File: config.mk
export PLATFORM = sky130hd
export DESIGN_NAME = uart_reg_frame_ctrl
export DESIGN_NICKNAME = d
export VERILOG_FILES = /design/src/rtl/uart_frame_pkg.sv /design/src/rtl/uart_frame_timeout.sv /design/src/rtl/uart_reg_frame_ctrl.sv
export SDC_FILE = /design/constraint.sdc
export NUM_CORES = 1
export LEC_CHECK = 0
export BUFFER_PORTS_ARGS = -buffer_cell sky130_fd_sc_hd__buf_2
export CELL_PAD_IN_SITES_DETAIL_PLACEMENT = 1
export CELL_PAD_IN_SITES_GLOBAL_PLACEMENT = 1
export CORE_MARGIN = 2
export CORE_UTILIZATION = 45
export CTS_CLUSTER_SIZE = 25
export DETAILED_ROUTE_END_ITERATION = 6
export PLACE_DENSITY = 0.8
export SETUP_SLACK_MARGIN = 0.1
export SLEW_MARGIN = 5
export SYNTH_ARGS = -nofsm -noshare
export SYNTH_HDL_FRONTEND = slang
export SYNTH_SLANG_ARGS = --single-unit
File: constraint.sdc
create_clock -name clk -period 2.65 [get_ports clk]
set_input_delay 0.3975 -clock clk [delete_from_list [all_inputs] [get_ports clk]]
set_output_delay 0.3975 -clock clk [all_outputs]
set_load 0.005 [all_outputs]
File: src/rtl/uart_frame_pkg.sv
// Shared definitions for the UART register-write framers: FSM state encoding,
// default start-of-frame marker and word-size helper.
package uart_frame_pkg;

    localparam logic [1:0] ST_IDLE_ENC = 2'd0;
    localparam logic [1:0] ST_ADDR_ENC = 2'd1;
    localparam logic [1:0] ST_DATA_ENC = 2'd2;
    localparam logic [1:0] ST_CSUM_ENC = 2'd3;

    typedef enum logic [1:0] {
        ST_IDLE = ST_IDLE_ENC,
        ST_ADDR = ST_ADDR_ENC,
        ST_DATA = ST_DATA_ENC,
        ST_CSUM = ST_CSUM_ENC
    } frame_state_e;

    localparam logic [7:0] SOF_BYTE_DEF = 8'hA5;

    function automatic int unsigned bytes_per_word(input int unsigned reg_size);
        return reg_size / 32'd8;
    endfunction

endpackage

File: src/rtl/uart_frame_timeout.sv
// Inter-byte stall detector: counts enabled cycles since the last clear and
// flags expiry combinationally when the limit is reached without a clear.
module uart_frame_timeout #(
    parameter int unsigned IDLE_TIMEOUT = 50000
) (
    input  logic clk,
    input  logic rst_n,
    input  logic clr,
    input  logic en,
    output logic expire_c
);

    localparam int unsigned TW = (IDLE_TIMEOUT > 2) ? $clog2(IDLE_TIMEOUT) : 1;
    localparam logic [TW-1:0] CNT_MAX = TW'(IDLE_TIMEOUT - 1);

    logic [TW-1:0] cnt_q;
    logic [TW-1:0] cnt_d;

    // Saturating count; a clear always wins so a byte on the expiry cycle is kept.
    always_comb begin
        cnt_d    = cnt_q;
        expire_c = 1'b0;
        if (clr) begin
            cnt_d = '0;
        end else if (en) begin
            if (cnt_q == CNT_MAX) begin
                expire_c = 1'b1;
            end else begin
                cnt_d = cnt_q + TW'(1);
            end
        end
    end

    always_ff @(posedge clk or negedge rst_n) begin
        if (!rst_n) begin
            cnt_q <= '0;
        end else begin
            cnt_q <= cnt_d;
        end
    end

endmodule

File: src/rtl/uart_reg_frame_ctrl.sv
// Framed register-write controller: parses SOF, ADDR, DATA (MSB first), CSUM
// from the UART byte stream and turns each verified frame into one write strobe.
module uart_reg_frame_ctrl
    import uart_frame_pkg::*;
#(
    parameter int unsigned REG_SIZE     = 32,
    parameter logic [7:0]  SOF_BYTE     = SOF_BYTE_DEF,
    parameter int unsigned IDLE_TIMEOUT = 50000
) (
    input  logic                clk,
    input  logic                rst_n,
    input  logic [7:0]          rx_data,
    input  logic                rx_data_valid,
    output logic                reg_wr_en,
    output logic [7:0]          reg_wr_addr,
    output logic [REG_SIZE-1:0] reg_wr_data,
    output logic                frame_err,
    output logic                busy
);

    localparam int unsigned NB = bytes_per_word(REG_SIZE);
    localparam int unsigned CW = $clog2(NB) + 1;

    frame_state_e        state_q, state_d;
    logic [CW-1:0]       byte_cnt_q, byte_cnt_d;
    logic [7:0]          sum_q, sum_d;
    logic [7:0]          addr_q, addr_d;
    logic [REG_SIZE-1:0] shreg_q, shreg_d;
    logic                reg_wr_en_q, reg_wr_en_d;
    logic [7:0]          reg_wr_addr_q, reg_wr_addr_d;
    logic [REG_SIZE-1:0] reg_wr_data_q, reg_wr_data_d;
    logic                frame_err_q, frame_err_d;
    logic                busy_q, busy_d;
    logic                tmo_expire_c;
    logic [CW-1:0]       cnt_inc;

    uart_frame_timeout #(
        .IDLE_TIMEOUT (IDLE_TIMEOUT)
    ) u_timeout (
        .clk      (clk),
        .rst_n    (rst_n),
        .clr      (rx_data_valid || (state_q == ST_IDLE)),
        .en       (state_q != ST_IDLE),
        .expire_c (tmo_expire_c)
    );

    assign cnt_inc = byte_cnt_q + CW'(1);

    // Next-state, datapath and strobe generation.
    always_comb begin
        state_d       = state_q;
        byte_cnt_d    = byte_cnt_q;
        sum_d         = sum_q;
        addr_d        = addr_q;
        shreg_d       = shreg_q;
        reg_wr_en_d   = 1'b0;
        reg_wr_addr_d = reg_wr_addr_q;
        reg_wr_data_d = reg_wr_data_q;
        frame_err_d   = 1'b0;

        if (tmo_expire_c) begin
            state_d     = ST_IDLE;
            frame_err_d = 1'b1;
        end else if (rx_data_valid) begin
            case (state_q)
                ST_IDLE: begin
                    if (rx_data == SOF_BYTE) begin
                        state_d = ST_ADDR;
                    end
                end
                ST_ADDR: begin
                    addr_d     = rx_data;
                    sum_d      = rx_data;
                    byte_cnt_d = '0;
                    state_d    = ST_DATA;
                end
                ST_DATA: begin
                    shreg_d    = REG_SIZE'({shreg_q, rx_data});
                    sum_d      = sum_q + rx_data;
                    byte_cnt_d = cnt_inc;
                    if (cnt_inc == CW'(NB)) begin
                        state_d = ST_CSUM;
                    end
                end
                ST_CSUM: begin
                    if (rx_data == sum_q) begin
                        reg_wr_en_d   = 1'b1;
                        reg_wr_addr_d = addr_q;
                        reg_wr_data_d = shreg_q;
                    end else begin
                        frame_err_d = 1'b1;
                    end
                    state_d = ST_IDLE;
                end
                default: state_d = ST_IDLE;
            endcase
        end

        busy_d = (state_d != ST_IDLE);
    end

    always_ff @(posedge clk or negedge rst_n) begin
        if (!rst_n) begin
            state_q       <= ST_IDLE;
            byte_cnt_q    <= '0;
            sum_q         <= '0;
            addr_q        <= '0;
            shreg_q       <= '0;
            reg_wr_en_q   <= 1'b0;
            reg_wr_addr_q <= '0;
            reg_wr_data_q <= '0;
            frame_err_q   <= 1'b0;
            busy_q        <= 1'b0;
        end else begin
            state_q       <= state_d;
            byte_cnt_q    <= byte_cnt_d;
            sum_q         <= sum_d;
            addr_q        <= addr_d;
            shreg_q       <= shreg_d;
            reg_wr_en_q   <= reg_wr_en_d;
            reg_wr_addr_q <= reg_wr_addr_d;
            reg_wr_data_q <= reg_wr_data_d;
            frame_err_q   <= frame_err_d;
            busy_q        <= busy_d;
        end
    end

    assign reg_wr_en   = reg_wr_en_q;
    assign reg_wr_addr = reg_wr_addr_q;
    assign reg_wr_data = reg_wr_data_q;
    assign frame_err   = frame_err_q;
    assign busy        = busy_q;

endmodule
==> impl_metrics.tcl <==
set metrics [dict create \
    first_pass_iters 4 \
    power_density_mw_per_mm2 891 \
    fin_util_pct 52.8 \
    initial_core_util_pct 46.7 \
    violations "hold timing" \
    setup_violations 0 \
    antenna_found_initial 0 \
    globalplace.congestion 0.803 \
    rsz0062_at_grt "false" \
    cts.clk_slew.worst_paths_ns 0.08 \
    cts_setup_buffers 0 \
    postSynth.asyncResetShare_pct 100 \
    path_delay_family "simple AND/OR/NAND/NOR gates" \
    syn_to_final_growth_pct 13.2 \
    fp.dieH_um 111 \
    cp_slowest_stage_delay_ns 0.39 \
    cp.arrival_ns 2.49 \
    drv_slew 0 \
    via_per_inst 5.40 \
    core-area_mm2 0.0110 \
    tns_ns 0 \
    setup.worst_path.class "register to register" \
    layout.nets 458 \
    finalClockSkew_ns 0.0103 \
    worst_pin_slew_ns 0.620 \
    cts_made_buffers 9 \
    post-route-period-util_pct 85.0 \
    die_w_um 111 \
    synth-simple-area-share_pct 9.39 \
    finalHoldViolations 11 \
    required_ns 2.88 \
    synth-xor-area-share_pct 3.25 \
    synth_edf_count 0 \
    drt_iter0_markers 118 \
    syn_area_per_cell_um2 13.6 \
    path_cells "ha_1 > nor4_4 > nand3_2 > nor2_8 > buf_12 > mux2_4" \
    status "finished, violations left" \
    via_count 3109 \
    synth-compound-area-share_pct 4.00 \
    slowest_stage "dfrtp_1" \
    synthMuxAreaShare_pct 22.0 \
    yosysWarnings 0 \
    cts_tree "done" \
    grt_pass1_vias 3424 \
    grt_usage_pct 19.1 \
    cp-end-kind "register" \
    fillers 1127 \
    synth.top_cells.by_count "dfrtp_1 (112), mux2_4 (40), mux2_2 (39)" \
    ys.flop_type "dfrtp_1" \
    crit_fanout 23 \
    syn_area_mm2 0.00513 \
    cts_resized 0 \
    wire_per_inst_um 19.4 \
    finalCriticalPeriod_ns 2.25 \
    clock-root-buffer "clkbuf_16" \
    drive_above_1_share_pct 36.7 \
    antenna_cells 0 \
    ys_types 43 \
    syn_inst 376 \
    grt_max_degree 56 \
    crit_buf_inv 1 \
    hold_slack_ns -0.0112 \
    std_cell_rows 38 \
    dp_hpwl_um 7800 \
    cts-hold-fix-buffers 0 \
    cts_sinks 112 \
    leakage_nw 2.83 \
    hp-class "primary input to asynchronous set/reset pin" \
    clock_latency_ns 0.35 \
    yosys_register_bits 112 \
    fp.dieArea_mm2 0.0123 \
    seq_area_frac_synth_pct 54.7 \
    synth_top_area_share_pct 54.7 \
    cts_max_level 3 \
    startpoint_type "register" \
    max_freq_mhz 444 \
    ioPinCount 54 \
    grt.overflow.total 0 \
    yosysMostFrequentCell "dfrtp_1" \
    port_buffers 53 \
    drv_cap 0 \
    synth_nets 402 \
    grt_pass1_wl_um 18700 \
    yosysTopAreaCell "dfrtp_1" \
    maxSlewHeadroom_pct 58.5 \
    synth-adder-area-share_pct 3.81 \
    drtAntennaViolNets 0 \
    drc_errors 0 \
    drt_wl_total_um 11200 \
    synth.area.top_cells "dfrtp_1 (55%), mux2_4 (12%), mux2_2 (8.6%), ha_1 (3.4%), nand2_1 (1.9%)" \
    ir_drop_mv 0.321 \
    clock_path_buffers 2 \
    synth_top_family_by_area "multiplexers" \
]
## final cells by class
| type | count | area [um2] | area share (%) |
|---|---|---|---|
| inverter | 6 | 22.5 | 0.388 |
| sequential | 112 | 2800 | 48.3 |
| clock inverter | 6 | 48.8 | 0.841 |
| multi-input combinational | 244 | 2180 | 37.5 |
| clock buffer | 9 | 225 | 3.88 |
| tap | 140 | 175 | 3.02 |
| timing repair buffer | 59 | 350 | 6.04 |
## metrics by stage
step           cells  hold WS [ns]  power [mW]  worst slack [ns]  area, um2
2_1_floorplan    376         0.102        3.44             0.655       5130
3_3_place_gp     561         0.371        3.75             0.303       5530
3_5_place_dp     561         0.377        3.90             0.241       5530
4_1_cts          576       0.00284        5.22             0.399       5800
5_1_grt          576        0.0131        5.48             0.327       5800
6_report         576       -0.0112        5.17             0.397       5800
## per-layer routing
metal | GRT usage [%] | vias to the layer above | routed length [um]
met2 | 31.7 | 66 | 5540
met5 | 0 | - | 0
met4 | 6.83 | 0 | 192
li1 | - | 1430 | -
met1 | 25.1 | 1594 | 5010
met3 | 3.77 | 19 | 448
## power by group
part | internal [mW] | switching [mW] | leakage (nW)
clock | 0.649 | 0.643 | 0.137
sequential | 2.13 | 0.345 | 1.47
combinational | 0.691 | 0.708 | 1.23
total | 3.47 | 1.70 | 2.83
## layout by cell type (no fill, tap or decap), types with 10 or more instances in the layout
cell / netlist / final
buf_2: 5 / 52
nand3_1: 11 / 11
nand2_1: 26 / 26
mux2_4: 40 / 40
dfrtp_1: 112 / 112
mux2_2: 39 / 39
o21ai_0: 14 / 14
nor2_1: 20 / 20
ha_1: 14 / 14
xor2_1: 10 / 10
## kinds of logic (layout without fill, tap and decap cells)
kind of cell             Yosys count  count (layout)
flip-flops                       112             112
multiplexers                      88              88
AND/OR/NAND/NOR                   88              88
AO/OA/AOI/OAI                     34              34
buffers and inverters             20              80
XOR/XNOR                          19              19
adder cells (fa/ha/maj)           15              15
## sequential cells by signal (all words and copies together) (netlist names)
name	flops
reg_wr_data	32
state_q	2
shreg_q	32
byte_cnt_q	3
frame_err	1
busy	1
addr_q	8
reg_wr_en	1
u_timeout.cnt_q	16
reg_wr_addr	8
sum_q	8
## path summary, 6_finish.rpt
kind / from / end / slack (ns) / cells after the start
hold / removal: rst_n / reg_wr_data[27] / -0.01 / 1
hold reg to reg: sum_q[2] / sum_q[2] / 0.50 / 2
setup / recovery: sum_q[2] / reg_wr_data[17] / 0.40 / 6
setup reg to reg: sum_q[2] / reg_wr_data[17] / 0.40 / 6
min in group clk: rx_data[4] / addr_q[4] / 0.36 / 2
max in group asynchronous: rst_n / sum_q[6] / 1.92 / 2
No activity file was read; power rests on OpenSTA's default activity.
